==> config.mk <==
export PLATFORM = sky130hd
export DESIGN_NAME = pirs_inverse
export DESIGN_NICKNAME = d
export VERILOG_FILES = /design/src/rtl/pirs_inverse_pkg.sv /design/src/rtl/pirs_inverse_func.sv /design/src/rtl/pirs_inverse.sv
export SDC_FILE = /design/constraint.sdc
export NUM_CORES = 1
export LEC_CHECK = 0
export CAP_MARGIN = 0
export CORE_MARGIN = 2
export CORE_UTILIZATION = 45
export CTS_BUF_LIST = sky130_fd_sc_hd__clkbuf_4 sky130_fd_sc_hd__clkbuf_8
export DETAILED_ROUTE_END_ITERATION = 10
export GPL_TIMING_DRIVEN = 0
export MAX_ROUTING_LAYER = met4
export PLACE_DENSITY = 0.71
export REMOVE_ABC_BUFFERS = 1
export SETUP_SLACK_MARGIN = 0.5
export SYNTH_ARGS = -nofsm -noshare
export SYNTH_HDL_FRONTEND = slang
export SYNTH_SLANG_ARGS = --single-unit
==> constraint.sdc <==
create_clock -name clk -period 2.25 [get_ports clk]
set_clock_uncertainty 0.1 [all_clocks]
set_input_delay 0.225 -clock clk [delete_from_list [all_inputs] [get_ports clk]]
set_output_delay 0.225 -clock clk [all_outputs]
set_load 0.01 [all_outputs]
==> src/rtl/pirs_inverse_pkg.sv <==
// Shared definitions for the PIRS inverse scanner: controller states,
// default on-set of the scanned function and width of the match counter.
package pirs_inverse_pkg;

   typedef enum logic [1:0] {
      IDLE = 2'd0,
      SCAN = 2'd1,
      EMIT = 2'd2,
      DONE = 2'd3
   } state_e;

   // Bit i of the on-set means f(i)=1; the default marks codes {0,2,6,7,9,11}.
   localparam logic [15:0] DEFAULT_ONSET = 16'h0AC5;
   localparam int          COUNT_W       = 5;

endpackage

==> src/rtl/pirs_inverse_func.sv <==
// Purely combinational evaluator of the scanned 4-input boolean function,
// looked up directly from its on-set mask.
module pirs_func
   import pirs_inverse_pkg::*;
#(
   parameter logic [15:0] ONSET = DEFAULT_ONSET
) (
   input  logic [3:0] code_i,
   output logic       f_o
);

   assign f_o = ONSET[code_i];

endmodule

==> src/rtl/pirs_inverse.sv <==
// Inverse-image scanner: walks codes 0..15 once per request and hands every
// code whose function value equals the captured target to a ready/valid consumer.
module pirs_inverse
   import pirs_inverse_pkg::*;
#(
   parameter logic [15:0] ONSET = DEFAULT_ONSET
) (
   input  logic               clk,
   input  logic               rst_n,
   input  logic               start,
   input  logic               target,
   input  logic               abort,
   input  logic               out_ready,
   output logic               busy,
   output logic               x_valid,
   output logic [3:0]         x_out,
   output logic               done,
   output logic [COUNT_W-1:0] count
);

   state_e             state_q, state_d;
   logic [3:0]         idx_q, idx_d;
   logic               tgt_q, tgt_d;
   logic [3:0]         xOut_q, xOut_d;
   logic               xValid_q, xValid_d;
   logic [COUNT_W-1:0] count_q, count_d;
   logic               fIdx;

   pirs_func #(
      .ONSET (ONSET)
   ) uFunc (
      .code_i (idx_q),
      .f_o    (fIdx)
   );

   always_comb begin
      state_d  = state_q;
      idx_d    = idx_q;
      tgt_d    = tgt_q;
      xOut_d   = xOut_q;
      xValid_d = xValid_q;
      count_d  = count_q;
      unique case (state_q)
         IDLE: begin
            if (start) begin
               tgt_d   = target;
               idx_d   = 4'd0;
               count_d = '0;
               state_d = SCAN;
            end
         end
         SCAN: begin
            if (abort) begin
               xValid_d = 1'b0;
               state_d  = IDLE;
            end else if (fIdx == tgt_q) begin
               xOut_d   = idx_q;
               xValid_d = 1'b1;
               state_d  = EMIT;
            end else if (idx_q == 4'd15) begin
               state_d = DONE;
            end else begin
               idx_d = idx_q + 4'd1;
            end
         end
         EMIT: begin
            // Abort wins over a simultaneous handshake, so that transfer is dropped.
            if (abort) begin
               xValid_d = 1'b0;
               state_d  = IDLE;
            end else if (xValid_q && out_ready) begin
               xValid_d = 1'b0;
               count_d  = count_q + 1'b1;
               if (idx_q == 4'd15) begin
                  state_d = DONE;
               end else begin
                  idx_d   = idx_q + 4'd1;
                  state_d = SCAN;
               end
            end
         end
         DONE: begin
            state_d = IDLE;
         end
         default: begin
            state_d = IDLE;
         end
      endcase
   end

   always_ff @(posedge clk or negedge rst_n) begin
      if (!rst_n) begin
         state_q  <= IDLE;
         idx_q    <= 4'd0;
         tgt_q    <= 1'b0;
         xOut_q   <= 4'd0;
         xValid_q <= 1'b0;
         count_q  <= '0;
      end else begin
         state_q  <= state_d;
         idx_q    <= idx_d;
         tgt_q    <= tgt_d;
         xOut_q   <= xOut_d;
         xValid_q <= xValid_d;
         count_q  <= count_d;
      end
   end

   assign busy    = (state_q == SCAN) || (state_q == EMIT);
   assign done    = (state_q == DONE);
   assign x_valid = xValid_q;
   assign x_out   = xOut_q;
   assign count   = count_q;

endmodule

==> results of run 1 <==
==> where the power goes <==
| group | internal (W) | leakage [nW] | switching (W) |
|---|---|---|---|
| combinational | 0.00109 | 0.579 | 0.000882 |
| sequential | 0.000420 | 0.214 | 0.000137 |
| clock | 0.0000813 | 0.0184 | 0.000106 |
==> cell usage after synthesis, drive strengths merged, types with 2 or more instances <==
master	instances
a21o	2
a21oi	2
a22o	4
buf	3
clkbuf	2
dfrtp	17
ha	6
inv	2
mux2	7
mux2i	2
nand2	15
nand2b	2
nand3	6
nand3b	2
nor2	4
nor2b	7
nor3	5
nor3b	2
o211ai	4
o21ai	7
o31ai	3
or3	2
or3b	2
xnor2	3
==> final cells by class <==
cell class / instances / area, sq um / area share
timing repair buffer: 46 / 424 / 0.236
multi-input combinational: 94 / 865 / 0.482
sequential: 17 / 430 / 0.240
inverter: 2 / 7.51 / 0.00418
tap: 30 / 37.5 / 0.0209
clock buffer: 4 / 30.0 / 0.0167
==> through the flow <==
stage	setup WS, ns	std cells	power (W)	utilization
2_1_floorplan	0.151	113	0.00133	-
3_3_place_gp	-0.0167	160	0.00160	0.541
3_5_place_dp	-0.0594	160	0.00165	0.541
4_1_cts	0.311	187	0.00237	0.684
5_1_grt	0.192	193	0.00287	0.731
6_report	0.260	193	0.00271	0.731
==> sequential cells by signal, summed over array words and instances (netlist names) <==
| name | flops |
|---|---|
| x_out | 4 |
| count | 5 |
| state_q | 2 |
| tgt_q | 1 |
| x_valid | 1 |
| idx_q | 4 |
==> cells by family after synthesis <==
group / after synthesis / share of synthesized area
simple gates: 49 / 0.251
compound gates: 27 / 0.166
flops: 17 / 0.367
mux: 9 / 0.0885
buf+inv: 7 / 0.0400
fa+ha+maj: 6 / 0.0648
xor+xnor: 3 / 0.0227
==> routing by layer <==
layer / share of wire / vias up / GRT usage
met1: 0.41 / 548 / 0.282
li1: - / 522 / -
met2: 0.51 / 46 / 0.371
met5: 0 / - / -
met4: 0.036 / 0 / 0.0833
met3: 0.042 / 18 / 0.0410
==> timing repair <==
item | in CTS | in global routing
endpoints found under the setup margin | 16 | 18
hold buffers | 0 | 0
cloned | 0 | 0
pin swaps | 17 | 17
setup buffers | 23 | 6
resized for setup | 39 | 22
==> path summary, 6_finish.rpt <==
kind	start	slack [ns]	cells past startpoint	to
min in group clk	x_out[3]	0.42	1	x_out[3]
max reg2reg	state_q[0]	0.26	7	idx_q[0]
min	rst_n	0.26	1	idx_q[3]
max	state_q[0]	0.26	7	idx_q[0]
min reg2reg	x_out[3]	0.42	1	x_out[3]
max in group asynchronous	rst_n	1.26	1	idx_q[2]
==> critical path, delay by kind of cell, from the launching register on <==
family                     cells  cell delay, ns
adders and majority gates      1            0.17
and+or+nand+nor                3            0.60
buffers and inverters          2            0.27
DFF                            1            0.42
muxes                          1            0.31
==> metrics.yaml, run 1 <==
p_per_area_nw_per_um2: 1510
grt.overflow.total: 0
outcome: "complete, no violations"
antenna_found_initial: 0
crit_slowest_cell: "or3_4"
syn_avg_cell_area_sq_um: 9.82
fin_hold_ws_ns: 0.264
crit_fanout: 6
synth_flop_cell: "dfrtp_1"
slew-limit-headroom: 0.482
final_common_cell: "buf_4"
dr.pass1.iters: 4
fmax_mhz: 502
avgRoutedWirePerCell_um: 17.7
rsz0062_at_grt: "yes"
synth_edf_count: 0
vdd_drop_max_mv: 1.04
period_share: 0.884
worstMarginPinSlew_ns: 0.775
cp_cell_sequence: "buf_6 > ha_4 > buf_4 > nand3_1 > nand2_2 > or3_4 > mux2_4"
fin_area_sq_um: 1790
fin_nets: 176
ant_nets: 0
cts.sinks: 17
grt_max_degree: 18
end_kind: "flop"
finalHoldViolations: 0
drv_cap: 0
worstPathRequired_ns: 2.34
path_clk_slew_ns: 0.10
cts_tree: "done"
hold_path.class: "in -> async"
yosys.area.top_type: "dfrtp_1"
syn_area_sq_um: 1160
async_reset_ff_frac: 1.00
syn_to_final_growth_pct: 54.9
drt_wl_total_mm: 3.41
ys_types: 39
ys_seq_area_frac: 0.367
yosysTopAreaCellShare: 0.367
drv_slew: 0
cts_buffer_depth: 2
path_class: "reg -> reg"
numCtsBuffers: 3
die_area_sq_um: 3000
track_usage: 0.228
arrival_ns: 2.08
critPathMaxStageDelay_ns: 0.43
drc: 0
io_pins: 18
min_period_ns: 1.99
syn_inst: 118
grt_pass1_wl_mm: 4.70
num_antenna_cells: 0
initial_core_util: 0.472
placementRows: 18
final_cell_mix: "buf_4 (20), clkdlybuf4s50_1 (15), nand2_1 (13), dfrtp_1 (13), buf_6 (9)"
vias: 1134
grt_pass1_vias: 1040
leakage_nw: 0.812
fp.dieH_um: 54.7
finalSetupViolCount: 0
drt-initial-drc-count: 46
clk_latency_ns: 0.30
synth-seq-cells: 17
fin_setup_tns_ns: 0
vias_per_cell: 5.88
die_x_um: 54.7
critPathLaunchType: "flop"
root_buffer: "clkbuf_4"
dp_hpwl_mm: 1.64
place_area_sq_um: 1330
place_congestion: 0.787
yosysWarnings: 0
synth_top_cells_by_area: "dfrtp_1 (37%), ha_1 (6.5%), mux2_2 (5.8%)"
drive_gt1_frac: 0.460
fill_cells: 160
port_buffers: 17
h-tree-depth: 1
core_region_area_sq_um: 2450
Power figures use the tool's default switching activity.
==> run 2, diff against run 1 <==
- PLACE_DENSITY: 0.71 -> 0.72
- SYNTH_HIERARCHICAL: not set -> 1
==> metrics.yaml, run 2 <==
async_reset_ff_frac: 1.00  # unchanged
syn_area_sq_um: 1110  # -4.3%
grt_max_degree: 18  # unchanged
end_kind: "flop"
ys_seq_area_frac: 0.384  # +0.0166
avgRoutedWirePerCell_um: 16.7  # -5.5%
syn_to_final_growth_pct: 41.5
leakage_nw: 0.675  # -17%
h-tree-depth: 1  # unchanged
placementRows: 17  # -1
synth_top_cells_by_area: "dfrtp_1 (38%), ha_1 (10%), mux2_2 (7.1%)"
path_clk_slew_ns: 0.11  # about the same
fin_nets: 156  # -11%
hold_buffers: 0  # unchanged
drv_cap: 0  # unchanged
cts_tree: "done"
final_cells: 168  # -13%
period_share: 0.851  # -0.0336
finalSetupViolCount: 0  # unchanged
ys_types: 35  # -10%
ant_nets: 0  # unchanged
root_buffer: "clkbuf_4"
worstMarginPinSlew_ns: 0.794  # +0.0186 ns
final_cell_mix: "dfrtp_1 (15), clkdlybuf4s50_1 (15), buf_4 (13)"
clk_latency_ns: 0.29  # about the same
synth_flop_cell: "dfrtp_1"
yosys.area.top_type: "dfrtp_1"
fin_setup_tns_ns: 0  # unchanged
syn_inst: 107  # -9.3%
path_class: "reg -> reg"
slew-limit-headroom: 0.469  # -0.0124
track_usage: 0.210  # -0.0180
dr.pass1.iters: 4  # unchanged
vias_per_cell: 5.71  # -2.8%
rsz0062_at_grt: "yes"
cts.sinks: 17  # unchanged
min_period_ns: 1.91  # -0.0756 ns
worstPathRequired_ns: 2.34  # about the same
initial_core_util: 0.487  # +0.0151
vdd_drop_max_mv: 0.790  # -24%
finalHoldViolations: 0  # unchanged
synth_edf_count: 0  # unchanged
dp.cells: 149  # -6.9%
io_pins: 18  # unchanged
place_congestion: 0.864  # +9.7%
largest_reg_flops: 5  # unchanged
post-synth-top-count-cell: "dfrtp_1"
die_x_um: 53.6  # -2.0%
netlist_top_cells_count: "dfrtp_1 (17), nand2_1 (11), ha_1 (9), o21ai_0 (8), mux2_2 (7)"
grt.overflow.total: 0  # unchanged
cts_buffer_depth: 2  # unchanged
drv_slew: 0  # unchanged
drc: 0  # unchanged
hold_path.class: "in -> async"
vias: 959  # -15%
yosysWarnings: 6  # +6
antenna_found_initial: 0  # unchanged
grt_pass1_vias: 964  # -7.3%
syn_avg_cell_area_sq_um: 10.4  # +5.5%
num_antenna_cells: 0  # unchanged
fmax_mhz: 522  # +4.0%
dp_hpwl_mm: 1.57  # -4.5%
drt_wl_total_mm: 2.81  # -18%
die_area_sq_um: 2880  # -4.0%
drt-initial-drc-count: 19  # -59%
yosysTopAreaCellShare: 0.384  # +0.0166
critPathLaunchType: "flop"
crit_fanout: 6  # unchanged
port_buffers: 17  # unchanged
drive_gt1_frac: 0.350  # -0.110
postLayoutCoreUtil: 0.689  # -0.0415
p_per_area_nw_per_um2: 1430  # -5.7%
fp.dieH_um: 53.6  # -2.0%
arrival_ns: 2.00  # -0.08 ns
outcome: "complete, no violations"
synth-seq-cells: 17  # unchanged
numCtsBuffers: 3  # unchanged
grt_pass1_wl_mm: 4.28  # -8.9%
core_region_area_sq_um: 2280  # -7.3%
run 2: cell types whose count changed after synthesis, moves of 3 or more:
cell      change
nor2b_1       -5
a21oi_1       +4
inv_1         +4
nand2_1       -4
ha_1          +3
o211ai_1      -3
run 2: logic make-up after synthesis:
logic type	synth area share
AOI/OAI and AO/OA	0.192
xor gates and xnor gates	0.0158
adders and majority gates	0.102
buffers and inverters	0.0632
DFF	0.384
muxes	0.0982
and+or+nand+nor	0.146
run 2: path summary, 6_finish.rpt:
path	from	endpoint	slack, ns	depth (start not counted)
worst max-delay path	state_q[1]	idx_q[1]	0.34	7
worst min-delay path	rst_n	x_valid	0.28	1
worst max register to register	state_q[1]	idx_q[1]	0.34	7
worst min register to register	x_out[3]	x_out[3]	0.42	1
max in group asynchronous	rst_n	idx_q[2]	1.22	1
min in group clk	x_out[3]	x_out[3]	0.42	1
run 2: worst max-delay path, cell delays in order, from the launching register on:
cell	delay, ns
dfrtp_1	0.44
buf_6	0.16
ha_4	0.17
a21boi_1	0.16
a2111oi_4	0.34
buf_4	0.20
nand2_1	0.05
a22o_2	0.20
run 2: routing by layer:
metal,wire length (um),track usage,up-vias
met4,23,0.0556,0
li1,-,-,454
met3,101,0.0444,4
met2,1450,0.385,26
met1,1230,0.230,475
met5,0,-,-
run 2: cell type report:
| cell class | instances | area, sq um |
|---|---|---|
| Multi-Input combinational cell | 81 | 753 |
| Fill cell | 160 | 707 |
| Sequential cell | 17 | 428 |
| Timing Repair Buffer | 32 | 298 |
| Tap cell | 28 | 35.0 |
| Inverter | 6 | 27.5 |
| Clock buffer | 3 | 22.5 |
| Clock inverter | 1 | 5.00 |
run 2: power breakdown:
group / switching, W / total (W) / leakage [nW] / internal, W
logic: 0.000752 / 0.00158 / 0.436 / 0.000828
clock network: 0.000102 / 0.000168 / 0.0177 / 0.0000660
registers: 0.0000940 / 0.000489 / 0.222 / 0.000395
total: 0.000948 / 0.00224 / 0.675 / 0.00129
run 2: metrics by stage:
step | setup WS, ns | instance area (sq um) | total power, W | hold slack [ns]
detailed placement | 0.0998 | 1270 | 0.00146 | 0.393
global route | 0.250 | 1570 | 0.00238 | 0.326
global placement | 0.134 | 1270 | 0.00142 | 0.390
floorplan | 0.286 | 1060 | 0.00119 | -0.171
CTS | 0.322 | 1480 | 0.00199 | 0.301
finish | 0.336 | 1570 | 0.00224 | 0.283
run 2: what timing repair did:
action                                  4_1_cts  5_1_grt
pin swaps                                     6        5
gates resized for setup                      22       15
endpoints found under the hold margin         0        0
endpoints found under the setup margin       18       16
buffers inserted                             13        2
==> run 3, diff against run 2 <==
- CAP_MARGIN: 0 -> not set
==> results of run 3 <==
No change in the layout: final DEF, timing and power equal those of run 2.
